==> src/rtl/axil_req_arbiter.sv <==
// Round-robin arbiter sharing one AXI-Lite master port between NUM_REQ
// single-beat requesters; one transaction in flight, response routed back to its owner.
module axil_req_arbiter #(
  parameter int NUM_REQ    = 2,
  parameter int DATA_WIDTH = 32
) (
  input  logic                         aclk,
  input  logic                         aresetn,
  input  logic [NUM_REQ-1:0]           req_valid,
  output logic [NUM_REQ-1:0]           req_ready,
  input  logic [NUM_REQ-1:0]           req_write,
  input  logic [32*NUM_REQ-1:0]        req_addr,
  input  logic [DATA_WIDTH*NUM_REQ-1:0] req_wdata,
  output logic [NUM_REQ-1:0]           rsp_valid,
  input  logic [NUM_REQ-1:0]           rsp_ready,
  output logic [DATA_WIDTH-1:0]        rsp_rdata,
  output logic                         rsp_err,
  output logic [31:0]                  m_awaddr,
  output logic                         m_awvalid,
  input  logic                         m_awready,
  output logic [DATA_WIDTH-1:0]        m_wdata,
  output logic                         m_wvalid,
  input  logic                         m_wready,
  input  logic                         m_bvalid,
  input  logic [1:0]                   m_bresp,
  output logic                         m_bready,
  output logic [31:0]                  m_araddr,
  output logic                         m_arvalid,
  input  logic                         m_arready,
  input  logic [DATA_WIDTH-1:0]        m_rdata,
  input  logic [1:0]                   m_rresp,
  input  logic                         m_rvalid,
  output logic                         m_rready
);

  localparam int IW = (NUM_REQ > 1) ? $clog2(NUM_REQ) : 1;

  typedef enum logic [2:0] {IDLE, WR_REQ, WR_RESP, RD_REQ, RD_RESP, RSP} state_t;

  state_t                  state_reg;
  logic [IW-1:0]           last_reg;
  logic [IW-1:0]           owner_reg;
  logic [31:0]             addr_reg;
  logic [DATA_WIDTH-1:0]   wdata_reg;
  logic                    awvalid_reg;
  logic                    wvalid_reg;
  logic                    bready_reg;
  logic                    arvalid_reg;
  logic                    rready_reg;
  logic [NUM_REQ-1:0]      rsp_valid_reg;
  logic [DATA_WIDTH-1:0]   rdata_reg;
  logic                    err_reg;

  logic [IW-1:0]           grant_idx;
  logic                    grant_found;
  logic [NUM_REQ-1:0]      grant_onehot;
  logic [NUM_REQ-1:0]      owner_onehot;
  logic [31:0]             addr_arr  [NUM_REQ];
  logic [DATA_WIDTH-1:0]   wdata_arr [NUM_REQ];
  logic                    unused_resp;

  // Only resp[1] distinguishes OKAY/EXOKAY from SLVERR/DECERR.
  assign unused_resp = ^{m_bresp[0], m_rresp[0]};

  genvar gi;
  generate
    for (gi = 0; gi < NUM_REQ; gi++) begin : g_req
      assign addr_arr[gi]     = req_addr[32*gi +: 32];
      assign wdata_arr[gi]    = req_wdata[DATA_WIDTH*gi +: DATA_WIDTH];
      assign grant_onehot[gi] = grant_found && (grant_idx == IW'(gi));
      assign owner_onehot[gi] = (owner_reg == IW'(gi));
    end
  endgenerate

  function automatic logic [IW-1:0] rr_index(input logic [IW-1:0] base, input int k);
    int s;
    s = int'(base) + k;
    if (s >= NUM_REQ) s = s - NUM_REQ;
    return s[IW-1:0];
  endfunction

  // Search starts just after the last grant so every requester gets a turn.
  always_comb begin
    grant_found = 1'b0;
    grant_idx   = '0;
    for (int k = 1; k <= NUM_REQ; k++) begin
      if (!grant_found && req_valid[rr_index(last_reg, k)]) begin
        grant_found = 1'b1;
        grant_idx   = rr_index(last_reg, k);
      end
    end
  end

  // Gated with aresetn so no accept is offered while reset is held.
  assign req_ready = (state_reg == IDLE && aresetn) ? grant_onehot : '0;

  always_ff @(posedge aclk or negedge aresetn) begin
    if (!aresetn) begin
      state_reg     <= IDLE;
      last_reg      <= IW'(NUM_REQ - 1);
      owner_reg     <= '0;
      addr_reg      <= '0;
      wdata_reg     <= '0;
      awvalid_reg   <= 1'b0;
      wvalid_reg    <= 1'b0;
      bready_reg    <= 1'b0;
      arvalid_reg   <= 1'b0;
      rready_reg    <= 1'b0;
      rsp_valid_reg <= '0;
      rdata_reg     <= '0;
      err_reg       <= 1'b0;
    end else begin
      case (state_reg)
        IDLE: begin
          if (grant_found) begin
            owner_reg <= grant_idx;
            last_reg  <= grant_idx;
            addr_reg  <= addr_arr[grant_idx];
            wdata_reg <= wdata_arr[grant_idx];
            if (req_write[grant_idx]) begin
              awvalid_reg <= 1'b1;
              wvalid_reg  <= 1'b1;
              state_reg   <= WR_REQ;
            end else begin
              arvalid_reg <= 1'b1;
              state_reg   <= RD_REQ;
            end
          end
        end
        WR_REQ: begin
          if (m_awready) awvalid_reg <= 1'b0;
          if (m_wready) wvalid_reg <= 1'b0;
          // Address and data handshakes may land together or in either order.
          if ((!awvalid_reg || m_awready) && (!wvalid_reg || m_wready)) begin
            bready_reg <= 1'b1;
            state_reg  <= WR_RESP;
          end
        end
        WR_RESP: begin
          if (m_bvalid) begin
            bready_reg    <= 1'b0;
            err_reg       <= m_bresp[1];
            rdata_reg     <= '0;
            rsp_valid_reg <= owner_onehot;
            state_reg     <= RSP;
          end
        end
        RD_REQ: begin
          if (m_arready) begin
            arvalid_reg <= 1'b0;
            rready_reg  <= 1'b1;
            state_reg   <= RD_RESP;
          end
        end
        RD_RESP: begin
          if (m_rvalid) begin
            rready_reg    <= 1'b0;
            rdata_reg     <= m_rdata;
            err_reg       <= m_rresp[1];
            rsp_valid_reg <= owner_onehot;
            state_reg     <= RSP;
          end
        end
        RSP: begin
          if (rsp_ready[owner_reg]) begin
            rsp_valid_reg <= '0;
            state_reg     <= IDLE;
          end
        end
        default: state_reg <= IDLE;
      endcase
    end
  end

  assign m_awaddr  = addr_reg;
  assign m_araddr  = addr_reg;
  assign m_wdata   = wdata_reg;
  assign m_awvalid = awvalid_reg;
  assign m_wvalid  = wvalid_reg;
  assign m_bready  = bready_reg;
  assign m_arvalid = arvalid_reg;
  assign m_rready  = rready_reg;
  assign rsp_valid = rsp_valid_reg;
  assign rsp_rdata = rdata_reg;
  assign rsp_err   = err_reg;

endmodule

==> config.mk <==
export PLATFORM = sky130hd
export DESIGN_NAME = axil_req_arbiter
export DESIGN_NICKNAME = d
export VERILOG_FILES = /design/src/rtl/axil_req_arbiter.sv
export SDC_FILE = /design/constraint.sdc
export NUM_CORES = 1
export LEC_CHECK = 0
export CORE_MARGIN = 3
export CORE_UTILIZATION = 38
export CTS_CLUSTER_DIAMETER = 50
export CTS_CLUSTER_SIZE = 10
export DETAILED_ROUTE_END_ITERATION = 16
export PLACE_DENSITY = 0.81
export SYNTH_ARGS = -nofsm -noshare
export SYNTH_HDL_FRONTEND = slang
export SYNTH_SLANG_ARGS = --single-unit
==> constraint.sdc <==
create_clock -name aclk -period 2.1 [get_ports aclk]
set_input_delay 0.42 -clock aclk [delete_from_list [all_inputs] [get_ports aclk]]
set_output_delay 0.42 -clock aclk [all_outputs]
set_load 0.03 [all_outputs]
==> run metrics <==
post-synthesis async set-or-reset flop share 100.0%; CTS tree yes; PwrDens 1573 nW/um^2; post-synthesis sequential area ratio 50.46%; Nets 997; WS Path Type in -> out; final instance area 8939 um^2; CP required 1.68 ns; Final period util 96.99%; Worst Setup End Kind output port; P_leak 3.642 nW; Setup Skew 0.006200 ns; Post-Syn Nets 720; synthesized area 5408 um^2; H-Tree Depth 3; vias in the first global route 5624; R2R Setup Slk 0.27 ns; Placed Instance Area 8591 um^2; min-delay worst type in -> async; Iteration-0 DRC Markers 247; Worst Tran Pin Value 0.5807 ns; # setup viols final 0; CP max stage delay 0.48 ns; Sinks on Clock Net 109; crit path max fanout 5; Vias 5194; ANT nets after route 0; drc violations 0; layout cells sized above 1 7.169%; global-route wire length before repair 29740 um; root buffer cell clkbuf_16; clock insertion delay at the later pin of the skew report 0.34 ns; Synth cell types 35; Clock Pin Slew Worst Setup and Hold Paths 0.07 ns; FP Rows 42; Post-synth EDFFs 0; Final Slew Violations 0; most used cell, CP buf_12; hpwl dp 13980 um; area of the multi-input gates 2096 um^2; Max-slew headroom 61.29%; Pre-Repair DR Iteration Count 4; Longest Clk Path Bufs 2; Peak VDD IR 0.8680 mV; # fillers 1051; pre-CTS setup slack -0.07898 ns; outcome finished clean; Synth warnings 0; GRT Total Usage 23.39%; routed len/inst 18.45 um; Gate Count Post-Synth 543; Initial Util 39.89%; final WL 18430 um; critical path cell sequence clkdlybuf4s50_1 > buf_4 > a21boi_4 > buf_12 > nor3b_4 > buf_12; Storage cell area 2729 um^2; initial antenna violation count 0; Max-Cap Viols 0; Seq cells post-synth 109; Avg Vias per Cell 5.199; pin count of the biggest net entering global routing 93; Hold Fails Final Rpt 0; Die Width 125.3 um; Ports 315; worst path bufs/invs 4; Core ar. 13560 um^2; Period minus WS final 2.037 ns; syn_area_per_cell 9.959 um^2; Slowest-stage cell, CP clkdlybuf4s50_1; final worst slack 0.06326 ns; Layout area overhead 65.29%; cts bufs inserted 9; routability cong. 0.8882; RSZ-0062 raised after global routing false; fmax 0.4910 GHz; n_diodes 0; gr ovfl total 0; crit path DAT 1.62 ns; chip height 125.3 um; Top Family by Delay on Critical Path buffers and inverters; Top FF cell, synth dfrtp_1; Hold Buf Count CTS 0; CP startpoint kind input pin; Die Footprint 15700 um^2; IO buf count 312
## through the flow
| stage | power (W) | std cells | TNS [ns] | hold slack, ns | utilization, % |
|---|---|---|---|---|---|
| after floorplan | 0.008869 | 543 | 0 | 0.1244 | - |
| after global placement | 0.01206 | 981 | 0 | 0.4803 | 63.36 |
| after detailed placement | 0.01231 | 981 | -0.8882 | 0.4833 | 63.36 |
| after CTS | 0.01414 | 997 | 0 | 0.1037 | 65.66 |
| after global routing | 0.01485 | 999 | 0 | 0.1248 | 65.93 |
| final | 0.01406 | 999 | 0 | 0.1148 | 65.93 |
## layout make-up
| cell class | count | area share (%) |
|---|---|---|
| timing repair buffer | 346 | 38.69 |
| clock buffer | 12 | 2.646 |
| multi-input combinational | 317 | 23.45 |
| sequential | 109 | 30.53 |
| tap | 176 | 2.464 |
| clock inverter | 2 | 0.6719 |
| inverter | 37 | 1.554 |
## synthesized netlist by cell type, drive strengths merged, types with 2 or more instances
master  instances  area (um^2)
mux2i          69        690.7
a21oi         134        670.6
nand2           4        15.01
nand4          32        200.2
nor2b           4        25.02
clkbuf         23        87.58
a31oi           2        12.51
nor3b           3        22.52
buf            57        385.4
and3            2        12.51
and2            2        12.51
mux2            3        33.78
a32oi           2        17.52
inv            37        138.9
o21ai          42        210.2
dfrtp         108         2703
nand2b          5        31.28
## final timing paths
check,startpoint,to,cells after the start
setup / recovery,req_valid[0],req_ready[0],6
hold reg to reg,rsp_rdata[0],rsp_rdata[0],2
setup reg to reg,state_reg[0],m_araddr[7],6
max in group asynchronous,aresetn,m_bready,2
min in group aclk,rsp_rdata[0],rsp_rdata[0],2
hold / removal,aresetn,m_araddr[15],2
## where the power goes
group	internal [W]	switching, W	total [W]
sequential	0.00313	0.000739	0.00387
clock	0.00103	0.000716	0.00175
combinational	0.00347	0.00497	0.00844
## metal layers
| layer | up-vias | track usage [%] | part of all wire [%] |
|---|---|---|---|
| li1 | 2428 | - | - |
| met2 | 213 | 41.19 | 52 |
| met1 | 2513 | 26.89 | 37 |
| met3 | 40 | 7.591 | 7.5 |
| met4 | 0 | 7.781 | 3.1 |
| met5 | - | 0 | 0 |
## cell usage in the layout (no fill, tap or decap), drive strengths merged, types with 2 or more instances in the layout
master         count
mux2i             69
and2               2
nand4             32
buf               37
nand2              4
o21ai             42
mux2               3
inv               37
clkbuf            12
a31oi              2
dfrtp            108
and3               2
nor3b              3
bufinv             2
clkdlybuf4s50    309
nand2b             5
a32oi              2
nor2b              4
a21oi            134
## cells by family (layout without fill, tap and decap cells)
| logic type | after synthesis | count (layout) | synth area share [%] |
|---|---|---|---|
| buffers and inverters | 117 | 397 | 11.31 |
| flip-flops | 109 | 109 | 50.46 |
| multiplexers | 72 | 72 | 13.40 |
| AO/OA/AOI/OAI | 189 | 189 | 18.30 |
| AND/OR/NAND/NOR | 56 | 56 | 6.525 |
## timing repair
item / 4_1_cts / 5_1_grt
hold endpoints to repair: 0 / 0
buffers inserted: 2 / 2
pin swaps: 1 / 1
cloned: 0 / 0
setup endpoints to repair: 1 / 2
resized for setup: 0 / 2
(Power assumes the default switching activity.)
